[src/rtl/proj_sel_scheduler.sv]
// rtl/proj_sel_scheduler.sv - project select sequencer for the user-area output mux
//
// Owns the project select of the output multiplexer. Every switch runs
// BLANK (pads forced low) -> HOLDRST (select retargeted, new project in
// reset) -> ACTIVE (project released). Unselected projects stay in reset.
// Optional autoscan (build macro SCHED_AUTOSCAN_EN) rotates through all
// projects, spending DWELL_CYCLES active cycles on each.
//
// Ports:
//   clk         system clock
//   rst         asynchronous active-low reset
//   req_valid   host select request valid
//   req_sel     requested project index (out-of-range maps to 0)
//   req_ready   request accepted when req_valid && req_ready at a rising edge
//   scan_en     autoscan enable (only honoured with SCHED_AUTOSCAN_EN)
//   sel         mux select
//   blank       1 = pads forced to 0
//   proj_rst_n  per-project active-low reset
//   active      selected project is running
module proj_sel_scheduler #(
  parameter int NPROJ        = 13,
  parameter int GUARD_CYCLES = 2,
  parameter int RST_CYCLES   = 4,
  parameter int DWELL_CYCLES = 256,
  parameter int DEFAULT_SEL  = 0
) (
  input  logic             clk,
  input  logic             rst,
  input  logic             req_valid,
  input  logic [3:0]       req_sel,
  output logic             req_ready,
  input  logic             scan_en,
  output logic [3:0]       sel,
  output logic             blank,
  output logic [NPROJ-1:0] proj_rst_n,
  output logic             active
);

  typedef enum logic [1:0] {
    ST_BLANK   = 2'd0,
    ST_HOLDRST = 2'd1,
    ST_ACTIVE  = 2'd2
  } state_t;

  // One shared phase counter serves both BLANK and HOLDRST; it only has to
  // reach the larger of the two terminal counts.
  localparam int CMAX = (GUARD_CYCLES > RST_CYCLES) ? GUARD_CYCLES : RST_CYCLES;
  localparam int CW   = (CMAX > 1) ? $clog2(CMAX) : 1;

  localparam logic [CW-1:0]    GUARD_LAST = CW'(GUARD_CYCLES - 1);
  localparam logic [CW-1:0]    RST_LAST   = CW'(RST_CYCLES - 1);
  localparam logic [3:0]       SEL_LAST   = 4'(NPROJ - 1);
  localparam logic [3:0]       SEL_RESET  = 4'(DEFAULT_SEL);
  localparam logic [NPROJ-1:0] ONE_HOT0   = NPROJ'(1);

  state_t          state;
  state_t          state_nx;
  logic [CW-1:0]   cnt;
  logic [CW-1:0]   cnt_nx;
  logic [3:0]      pending;
  logic [3:0]      pending_nx;
  logic [3:0]      sel_nx;
  logic            host_take;
  logic            scan_take;

  // Indices beyond the last project fall onto project 0, the same place the
  // mux default arm sends them.
  function automatic logic [3:0] map_sel(input logic [3:0] s);
    return (int'(s) >= NPROJ) ? 4'd0 : s;
  endfunction

  assign host_take = req_valid && (state == ST_ACTIVE);

`ifdef SCHED_AUTOSCAN_EN
  localparam int            DW         = (DWELL_CYCLES > 1) ? $clog2(DWELL_CYCLES) : 1;
  localparam logic [DW-1:0] DWELL_LAST = DW'(DWELL_CYCLES - 1);

  logic [DW-1:0] dwell;

  // Internal rotation request on the last dwell cycle; a host request in the
  // same cycle takes priority in the next-state logic.
  assign scan_take = (state == ST_ACTIVE) && scan_en && (dwell == DWELL_LAST);

  always_ff @(posedge clk or negedge rst) begin
    if (!rst) begin
      dwell <= '0;
    end else if ((state != ST_ACTIVE) || !scan_en || host_take || scan_take) begin
      dwell <= '0;
    end else begin
      dwell <= dwell + DW'(1);
    end
  end
`else
  logic unused_scan_en;
  assign unused_scan_en = scan_en;
  assign scan_take      = 1'b0;
`endif

  always_comb begin
    state_nx   = state;
    cnt_nx     = cnt + CW'(1);
    pending_nx = pending;
    sel_nx     = sel;
    case (state)
      ST_BLANK: begin
        // Select only moves at the end of blanking, so it never changes
        // while the pads are driven.
        if (cnt == GUARD_LAST) begin
          state_nx = ST_HOLDRST;
          cnt_nx   = '0;
          sel_nx   = pending;
        end
      end
      ST_HOLDRST: begin
        if (cnt == RST_LAST) begin
          state_nx = ST_ACTIVE;
          cnt_nx   = '0;
        end
      end
      ST_ACTIVE: begin
        cnt_nx = '0;
        if (host_take) begin
          state_nx   = ST_BLANK;
          pending_nx = map_sel(req_sel);
        end else if (scan_take) begin
          state_nx   = ST_BLANK;
          pending_nx = (sel == SEL_LAST) ? 4'd0 : sel + 4'd1;
        end
      end
      default: begin
        state_nx = ST_HOLDRST;
        cnt_nx   = '0;
      end
    endcase
  end

  // Outputs are registered from the next-state values so they line up with
  // the state register without any input-to-output combinational path.
  always_ff @(posedge clk or negedge rst) begin
    if (!rst) begin
      state      <= ST_HOLDRST;
      cnt        <= '0;
      pending    <= SEL_RESET;
      sel        <= SEL_RESET;
      blank      <= 1'b1;
      active     <= 1'b0;
      req_ready  <= 1'b0;
      proj_rst_n <= '0;
    end else begin
      state      <= state_nx;
      cnt        <= cnt_nx;
      pending    <= pending_nx;
      sel        <= sel_nx;
      blank      <= (state_nx != ST_ACTIVE);
      active     <= (state_nx == ST_ACTIVE);
      req_ready  <= (state_nx == ST_ACTIVE);
      proj_rst_n <= (state_nx == ST_ACTIVE) ? (ONE_HOT0 << sel_nx) : '0;
    end
  end

endmodule

[config.mk]
export PLATFORM = sky130hd
export DESIGN_NAME = proj_sel_scheduler
export DESIGN_NICKNAME = d
export VERILOG_FILES = /design/src/rtl/proj_sel_scheduler.sv
export SDC_FILE = /design/constraint.sdc
export NUM_CORES = 1
export LEC_CHECK = 0
export BUFFER_PORTS_ARGS = -buffer_cell sky130_fd_sc_hd__buf_2
export CORE_AREA = 3 3 60 62
export CTS_BUF_LIST = sky130_fd_sc_hd__clkbuf_8
export DETAILED_ROUTE_END_ITERATION = 8
export DIE_AREA = 0 0 63 65
export GPL_TIMING_DRIVEN = 0
export PLACE_DENSITY = 0.62
export SETUP_SLACK_MARGIN = 0.4
export SLEW_MARGIN = 20
export SYNTH_ARGS = -nofsm -noshare
export SYNTH_HDL_FRONTEND = slang
export SYNTH_SLANG_ARGS = --single-unit
[constraint.sdc]
create_clock -name clk -period 3.83 [get_ports clk]
set_clock_uncertainty 0.2 [all_clocks]
set_input_delay 0.383 -clock clk [delete_from_list [all_inputs] [get_ports clk]]
set_output_delay 0.383 -clock clk [all_outputs]
set_load 0.01 [all_outputs]
==> results of run 1 <==
-- cells in the final DEF (no fill, tap or decap), types with 2 or more instances in the layout --
cell type,synthesis,final
a21oi_1,9,9
buf_2,2,28
buf_6,2,2
clkbuf_8,0,3
dfrtp_1,25,25
dfstp_2,2,2
ha_1,3,3
inv_1,6,6
mux2_2,2,2
mux2i_1,2,2
nand2_1,13,13
nand2b_1,2,2
nand3_1,10,10
nand3b_1,2,2
nand4_1,3,3
nand4b_1,3,3
nor2_1,5,5
nor2b_1,9,9
nor3_1,2,2
o21ai_0,6,6
-- path summary, 6_finish.rpt --
path | end | depth (start not counted)
setup / recovery | proj_rst_n[6] | 6
hold / removal | pending[0] | 3
setup reg to reg | proj_rst_n[6] | 6
hold reg to reg | cnt[0] | 1
max in group asynchronous | state[0] | 2
min in group asynchronous | sel[0] | 2
-- cell families after synthesis --
kind of cell	synth area share
muxes	0.0463
and+or+nand+nor	0.248
buffers and inverters	0.0503
DFF	0.545
adders and majority gates	0.0302
AOI/OAI and AO/OA	0.0795
-- what timing repair did --
action,in CTS,in global routing
endpoints found under the hold margin,25,0
setup endpoints to repair,0,0
hold buffers,1,0
-- critical path, delay by kind of cell (launching register included) --
family,cells,cell delay [ns]
simple gates,2,0.58
flops,1,0.41
mux,1,0.31
buf+inv,2,0.24
fa+ha+maj,1,0.18
-- registers in the layout, indices dropped and copies added, names as in the netlist --
signal and cells:
active 1, blank 1, cnt 2, pending 4, proj_rst_n 13, sel 4, state 2
-- where the power goes --
part	internal, mW	total (mW)	switching (mW)
registers	0.366	0.462	0.0959
clock network	0.0737	0.160	0.0861
logic	0.176	0.386	0.210
-- final cells by class --
cell class              instances  share of cell area
clock buffers                   3              0.0278
flip-flops and latches         27               0.456
clock inverters                 1             0.00505
repair buffers                 27              0.0942
inverters                       6              0.0151
multi-input cells              80               0.338
well taps                      44              0.0370
plain buffers                   5              0.0269
-- per-stage QoR --
stage / area (µm²) / utilization
floorplan: 1240 / -
global placement: 1430 / 0.464
detailed placement: 1430 / 0.464
CTS: 1490 / 0.483
global route: 1490 / 0.483
finish: 1490 / 0.483
-- metal layers --
layer,global-route usage,part of all wire
met5,0,0
met2,0.212,0.46
met3,0.0191,0.064
met1,0.161,0.46
met4,0.0496,0.014
==> impl_metrics.csv, run 1 <==
group,metric,value,unit
global_route,grt_usage,0.126,
cells_and_area,antennaDiodeCount,0,
drt,ant_nets,0,
setup_path,worstPathArrival,1.99,ns
power,power_density,678,nW/µm²
floorplan,ioPinCount,28,
clocking,cts_resized,0,
yosys,synth_area_leaders,"dfrtp_1, nor2b_1, dfstp_2",
floorplan,die_h,65,µm
run_status,status,"completed",
floorplan,core,3080,µm²
drt,drt_iter0_drc,23,
sta,fmax,0.496,GHz
clocking,clk_path_buf_depth,2,
floorplan,die_w,63,µm
drt,first_pass_iters,4,
cells_and_area,finalNonFillerCells,193,
yosys,synth_top_area_cell,"dfrtp_1",
cells_and_area,syn_to_final_growth,19.6,%
placed_design,pre_cts_ws,1.81,ns
sta,finalCritPeriodShare,0.527,
yosys,syn_area_per_cell,10.5,µm²
clocking,clock-sinks,27,
drt,wl_per_cell,11.7,µm
yosys,syn-num-nets,129,
drt,drc,0,
setup_path,max_stage_delay,0.41,ns
global_route,overflow,0,
cells_and_area,regArea,678,µm²
worst_hold_path,hold_path.class,"in -> reg",
placed_design,hpwlAfterDp,1690,µm
yosys,synth_common_cells,"dfrtp_1, nand2_1, nand3_1",
setup_path,crit_chain,"inv_1 > ha_1 > nor3b_2 > buf_6 > mux2_4 > nor4b_2",
yosys,synth_area,1240,µm²
sta,setup_tns,0,ns
yosys,ys_ff_latch,27,
floorplan,initial_utilization,0.404,
sta,hold_viol,0,
yosys,synth_edf_count,0,
flow_run,cap_violations,0,
cells_and_area,multi_input_area,503,µm²
placed_design,place_congestion,0.770,
sta,slew_viol_final,0,
clocking,clk_pin_slew_worst_paths,0.09,ns
cells_and_area,fill_cells,292,
power,peakVddDrop,0.273,mV
global_route,grt_pass1_vias,907,
setup_path,reg2reg_setup_slack,1.81,ns
global_route,grt_max_degree,28,
floorplan,dieArea,4100,µm²
setup_path,crit_type,"reg -> reg",
drt,drt-vias-per-instance,4.85,
cells_and_area,nNetsFinal,161,
clocking,cts_root_buffer,"clkbuf_8",
power,power,1.01,mW
sta,tightest_slew,0.572,ns
yosys,async_flop_share,1.00,
sta,fin_hold_ws,0.158,ns
setup_path,start_kind,"flop",
setup_path,reg2reg_from,"cnt[1]",
clocking,cts_tree,"built",
worst_hold_path,worstHoldStart,"req_sel[0]",
setup_path,cp.required,3.80,ns
yosys,synth.top_cell.area_share,0.503,
sta,finalSetupViolCount,0,
yosys,synth-main-ff-cell,"dfrtp_1",
sta,fin_ws,1.81,ns
sta,rsz0062_at_grt,"no",
placed_design,dp.cells,188,
drt,wl,2270,µm
setup_path,slowest_stage,"dfrtp_1",
floorplan,rows,20,
clocking,cts-htree-levels,1,
global_route,antenna_found_initial,0,
setup_path,end_kind,"flop",
clocking,cts_buffers,3,
yosys,synth-seq-area-share,0.545,
yosys,netlist_instances,118,
yosys,synthDistinctLibCells,29,
yosys,yosysWarnings,0,
sta,min_period,2.02,ns
power,leakagePower,0.737,nW
clocking,post_cts_buffers,0,
yosys,yosysMostFrequentCell,"dfrtp_1",
global_route,grt_first_pass_wirelength,4050,µm
clocking,clkLatencyLatePin,0.27,ns
drt,via_count,936,
placed_design,placement.io_buffers,26,
cells_and_area,drive_above_1_share,0.282,
sta,slew-limit-headroom,0.618,
setup_path,cp_max_fo,10,
setup_path,crit_start,"cnt[1]",
No activity file was read; power rests on OpenSTA's default activity.
==> run 2, diff against run 1 <==
--- a/config.mk
+++ b/config.mk
@@ -11,7 +11,7 @@
 export DETAILED_ROUTE_END_ITERATION = 8
 export DIE_AREA = 0 0 63 65
 export GPL_TIMING_DRIVEN = 0
-export PLACE_DENSITY = 0.62
+export PLACE_DENSITY = 0.64
 export SETUP_SLACK_MARGIN = 0.4
 export SLEW_MARGIN = 20
 export SYNTH_ARGS = -nofsm -noshare
==> constraint.sdc (replaced) <==
create_clock -name clk -period 1.85 [get_ports clk]
set_clock_uncertainty 0.2 [all_clocks]
set_input_delay 0.185 -clock clk [delete_from_list [all_inputs] [get_ports clk]]
set_output_delay 0.185 -clock clk [all_outputs]
set_load 0.01 [all_outputs]
==> run 2 against run 1 <==
  * Clock-buffer cell count unchanged
  * Total power rose to 2.8 times the previous value
  * Worst hold slack better by 0.015 ns
  * Fmax rose by 10%
  * Sequential cell count unchanged
  * Clock power increased by 100%
  * Sequential share of layout area shrank 10 points
  * Final cell count grew 11%
  * Register-to-register slack got worse by 1.8 ns
  * Die area is the same
  * Non-clock buffer count rose by 21
  * Critical path type unchanged
  * Highest routed layer unchanged
==> impl_metrics.csv, run 2 (synthesis gave the netlist of run 1 again) <==
group,metric,value,unit
power,peakVddDrop,0.627,mV
sta,fmax,0.546,GHz
drt,drt_iter0_drc,54,
power,power_density,1460,nW/µm²
sta,tightest_slew,0.575,ns
global_route,antenna_found_initial,0,
cells_and_area,final_core_util,0.623,
global_route,grt_usage,0.151,
floorplan,initial_utilization,0.404,
global_route,grt_max_degree,28,
power,p_clk_frac,0.115,
clocking,clkLatencyLatePin,0.27,ns
clocking,cts-htree-levels,1,
sta,rsz0062_at_grt,"yes",
cells_and_area,largestRegisters,"proj_rst_n (13), pending (4), sel (4)",
setup_path,end_kind,"flop",
drt,wl,2960,µm
floorplan,rows,20,
drt,wl_per_cell,13.8,µm
clocking,cts_root_buffer,"clkbuf_8",
sta,hold_viol,0,
drt,first_pass_iters,4,
setup_path,cp_num_buf_inv,2,
setup_path,cp_max_fo,3,
setup_path,reg2reg_from,"cnt[1]",
drt,via_count,1072,
placed_design,hpwlAfterDp,1800,µm
sta,slew-limit-headroom,0.617,
cells_and_area,fill_cells,240,
setup_path,crit_family,"simple AND/OR/NAND/NOR gates",
run_status,status,"completed",
clocking,clk_pin_slew_worst_paths,0.08,ns
power,netSwitchingFraction,0.398,
drt,drt-vias-per-instance,5.01,
clocking,cts_buffers,3,
floorplan,die_w,63,µm
setup_path,start_kind,"flop",
flow_run,cap_violations,0,
sta,slew_viol_final,0,
clocking,clk_path_buf_depth,2,
drt,ant_nets,0,
placed_design,placement.io_buffers,26,
clocking,cts_tree,"built",
setup_path,crit_type,"reg -> reg",
setup_path,r2r-end,"proj_rst_n[6]",
setup_path,cp.depth,6,
cells_and_area,drive_above_1_share,0.512,
global_route,grt_pass1_vias,1084,
floorplan,ioPinCount,28,
setup_path,reg2reg_setup_slack,0.02,ns
cells_and_area,syn_to_final_growth,54.1,%
clocking,clock-sinks,27,
sta,finalCritPeriodShare,0.990,
setup_path,cp.required,1.83,ns
cells_and_area,layout_common_cells,"buf_2, dfrtp_1, nand2_1",
power,leakagePower,0.885,nW
cells_and_area,final_common_cell,"buf_2",
setup_path,crit_start,"cnt[1]",
power,intPower,1.68,mW
cells_and_area,nNetsFinal,182,
setup_path,crit_chain,"inv_1 > ha_2 > nor3b_4 > buf_6 > mux2_4 > nor4b_4",
worst_hold_path,hold_path.class,"in -> reg",
floorplan,die_h,65,µm
power,pwr-share-comb,0.532,
cells_and_area,regMostFlops,"proj_rst_n",
floorplan,dieArea,4100,µm²
global_route,grt_first_pass_wirelength,4830,µm
setup_path,cp-endpoint,"proj_rst_n[6]",
setup_path,slowest_stage,"dfrtp_1",
sta,finalSetupViolCount,0,
setup_path,rr_worst_depth,6,
setup_path,max_stage_delay,0.38,ns
sta,min_period,1.83,ns
global_route,overflow,0,
floorplan,core,3080,µm²
cells_and_area,antennaDiodeCount,0,
power,pwr-share-seq,0.354,
power,power.switching,1.11,mW
cells_and_area,regArea,681,µm²
cells_and_area,largest_reg_flops,13,
placed_design,place_congestion,0.793,
sta,fin_hold_ws,0.173,ns
setup_path,worstPathArrival,1.81,ns
drt,drc,0,
cells_and_area,multi_input_area,678,µm²
==> run 2: worst min path at each step <==
stage	slack, ns	startpoint	end	cells after the start
2_1_floorplan	-0.31	rst	active	0
3_3_place_gp	0.006	rst	proj_rst_n[6]	1
3_5_place_dp	0.02	rst	proj_rst_n[1]	1
4_1_cts	0.20	req_valid	pending[1]	3
5_1_grt	0.22	req_valid	pending[0]	3
6_report	0.17	req_valid	pending[1]	3
==> run 2: cell type report <==
class | instances | share of cell area
sequential | 27 | 0.355
inverter | 6 | 0.0117
buffer | 5 | 0.0313
clock inverter | 1 | 0.00196
tap | 44 | 0.0287
clock buffer | 3 | 0.0215
timing repair buffer | 48 | 0.196
multi-input combinational | 80 | 0.354
==> run 2: metrics by stage <==
step / area [µm²] / total power [mW] / TNS [ns] / worst slack [ns] / std cells
after floorplan: 1280 / 1.58 / 0 / 0.0858 / 118
after global placement: 1470 / 1.82 / -0.0421 / -0.0421 / 188
after detailed placement: 1470 / 1.85 / -0.0388 / -0.0388 / 188
after CTS: 1780 / 2.55 / 0 / 0.0333 / 210
after global routing: 1920 / 3.01 / -0.0426 / -0.0426 / 214
final: 1920 / 2.80 / 0 / 0.0189 / 214
==> run 2: power by group through the flow <==
stage	combinational [mW]	sequential [mW]	clock (mW)
2_1_floorplan	0.621	0.960	0
3_3_place_gp	0.847	0.969	0
3_5_place_dp	0.871	0.976	0
4_1_cts	1.24	0.970	0.335
5_1_grt	1.62	1.02	0.363
6_report	1.49	0.988	0.321
==> run 2: timing repair <==
action | in CTS | in global routing
pin swaps | 11 | 6
setup endpoints to repair | 20 | 24
cloned | 1 | 1
buffers inserted | 12 | 3
gates resized for setup | 24 | 22
hold endpoints to repair | 29 | 0
hold buffers | 5 | 0
==> run 2: tightest hold or removal path, cell delays in order <==
cell	delay, ns
buf_2	0.11
nand3b_1	0.21
o21ai_1	0.10
==> run 2: layer usage <==
layer  global-route usage  up-vias  wire length, µm
li1                     -      513                -
met1                0.182      511             1290
met2                0.250       39             1430
met3               0.0381        9              155
met4               0.0716        0               70
met5                    0        -                0
==> run 3, diff against run 2 <==
--- a/config.mk
+++ b/config.mk
@@ -12,6 +12,7 @@
 export DIE_AREA = 0 0 63 65
 export GPL_TIMING_DRIVEN = 0
 export PLACE_DENSITY = 0.64
+export RECOVER_POWER = 50
 export SETUP_SLACK_MARGIN = 0.4
 export SLEW_MARGIN = 20
 export SYNTH_ARGS = -nofsm -noshare
==> run 3 against run 2 <==
  * Sequential share of layout area is 0.23 points higher
  * Die area stayed put
  * Utilization is 0.41 points lower
  * Via count is 0.19% higher
  * Sequential power hardly changed
  * Worst setup slack worse by 0.0020 ns
  * Fmax is 0.11% lower
  * Critical path depth stayed put
  * Worst hold slack hardly changed
  * Routed wire length is 0.91% higher
  * Critical endpoint unchanged
  * Largest cell class unchanged
==> impl_metrics.csv, run 3 (synthesis gave the netlist of run 1 again) <==
group,metric,value,unit
drt,first_pass_iters,4,
clocking,cts_tree,"built",
cells_and_area,final_common_cell,"dfrtp_1",
power,netSwitchingFraction,0.400,
sta,finalCritPeriodShare,0.991,
clocking,clk_pin_slew_worst_paths,0.08,ns
sta,slew-limit-headroom,0.573,
worst_hold_path,worstHoldStart,"req_valid",
setup_path,cp_max_fo,3,
drt,wl,2980,µm
global_route,overflow,0,
power,p_clk_frac,0.115,
drt,drt_iter0_drc,60,
setup_path,slowest_stage,"dfrtp_1",
floorplan,dieArea,4100,µm²
global_route,grt_pass1_vias,1084,
cells_and_area,drive_above_1_share,0.453,
sta,fin_ws,0.0170,ns
power,pwr-share-seq,0.354,
floorplan,rows,20,
clocking,clock-sinks,27,
setup_path,r2r-end,"proj_rst_n[6]",
cells_and_area,nNetsFinal,182,
power,leakagePower,0.841,nW
worst_hold_path,hold_path_depth,3,
setup_path,start_kind,"flop",
setup_path,reg2reg_from,"cnt[1]",
setup_path,cp.required,1.83,ns
cells_and_area,layout_common_cells,"dfrtp_1, buf_2, nand2_1",
cells_and_area,antennaDiodeCount,0,
cells_and_area,regMostFlops,"proj_rst_n",
sta,setup_tns,0,ns
worst_hold_path,hold_path.class,"in -> reg",
sta,tightest_slew,0.641,ns
floorplan,core,3080,µm²
placed_design,hpwlAfterDp,1800,µm
global_route,grt_max_degree,28,
clocking,cts_root_buffer,"clkbuf_8",
power,power_density,1470,nW/µm²
power,intPower,1.68,mW
placed_design,dp.cells,188,
worst_hold_path,holdPathEnd,"pending[1]",
clocking,cts_buffers,3,
cells_and_area,finalNonFillerCells,214,
drt,drc,0,
placed_design,place_congestion,0.793,
setup_path,max_stage_delay,0.38,ns
power,power.switching,1.12,mW
cells_and_area,fill_cells,245,
setup_path,crit_type,"reg -> reg",
drt,wl_per_cell,13.9,µm
power,peakVddDrop,0.629,mV
placed_design,pre_cts_ws,-0.0388,ns
clocking,cts-htree-levels,1,
sta,rsz0062_at_grt,"yes",
floorplan,die_h,65,µm
global_route,antenna_found_initial,0,
global_route,grt_first_pass_wirelength,4830,µm
drt,ant_nets,0,
setup_path,reg2reg_setup_slack,0.02,ns
drt,drt-vias-per-instance,5.02,
run_status,status,"completed",
sta,min_period,1.83,ns
floorplan,ioPinCount,28,
clocking,clkLatencyLatePin,0.27,ns
setup_path,worstPathArrival,1.82,ns
global_route,grt_usage,0.151,
drt,via_count,1074,
setup_path,rr_worst_depth,6,
cells_and_area,syn_to_final_growth,53.1,%
cells_and_area,largestRegisters,"proj_rst_n (13), pending (4), sel (4)",
setup_path,crit_chain,"inv_1 > ha_2 > nor3b_4 > buf_6 > mux2_4 > nor4b_4",
setup_path,end_kind,"flop",
sta,slew_viol_final,0,
sta,finalSetupViolCount,0,
flow_run,cap_violations,0,
placed_design,placement.io_buffers,26,
clocking,clk_path_buf_depth,2,
floorplan,initial_utilization,0.404,
floorplan,die_w,63,µm
cells_and_area,largest_reg_flops,13,
sta,hold_viol,0,
power,pwr-share-comb,0.531,
sta,fmax,0.546,GHz
power,power,2.79,mW
==> run 3: repair_timing <==
action | 4_1_cts | 5_1_grt
buffers inserted | 12 | 3
hold buffers | 5 | 0
hold endpoints to repair | 29 | 0
pin swaps | 11 | 6
cloned | 1 | 1
endpoints found under the setup margin | 20 | 24
gates resized for setup | 24 | 22
==> run 3: power groups by stage <==
stage	sequential [mW]	clock, mW	combinational [mW]
6_report	0.990	0.321	1.48
2_1_floorplan	0.960	0	0.621
3_3_place_gp	0.969	0	0.847
4_1_cts	0.970	0.335	1.24
3_5_place_dp	0.976	0	0.871
5_1_grt	1.02	0.363	1.62
==> run 3: layout make-up <==
| class | instances | area [µm²] | area share |
|---|---|---|---|
| Buffer | 5 | 60.1 | 0.0315 |
| Clock buffer | 3 | 41.3 | 0.0217 |
| Clock inverter | 1 | 3.75 | 0.00197 |
| Inverter | 6 | 22.5 | 0.0118 |
| Multi-Input combinational cell | 80 | 678 | 0.356 |
| Sequential cell | 27 | 681 | 0.357 |
| Tap cell | 44 | 55.1 | 0.0289 |
| Timing Repair Buffer | 48 | 363 | 0.191 |
==> run 3: per-stage QoR <==
step	util	area [µm²]	hold WS, ns
final	0.619	1900	0.173
after global routing	0.619	1900	0.224
after CTS	0.577	1780	0.198
after detailed placement	0.477	1470	0.0159
after global placement	0.477	1470	0.00628
after floorplan	-	1280	-0.311
==> run 3: critical path, delay by kind of cell (launching register included) <==
kind / cells / cell delay (ns)
simple gates: 2 / 0.48
flops: 1 / 0.38
mux: 1 / 0.31
buf+inv: 2 / 0.20
fa+ha+maj: 1 / 0.18
==> run 3: worst max path at each step <==
stage / start / to / slack [ns] / depth (start not counted)
floorplan: cnt[1] / proj_rst_n[6] / 0.09 / 6
detailed placement: cnt[1] / proj_rst_n[6] / -0.04 / 6
global route: cnt[1] / proj_rst_n[6] / -0.04 / 6
CTS: cnt[1] / proj_rst_n[6] / 0.03 / 6
global placement: cnt[1] / proj_rst_n[6] / -0.04 / 6
finish: cnt[1] / proj_rst_n[6] / 0.02 / 6
==> run 3: layer usage <==
layer	part of all wire	wire (µm)	GRT usage
met2	0.48	1440	0.250
met1	0.44	1320	0.182
met5	0	0	0
met3	0.051	152	0.0381
met4	0.021	62	0.0716
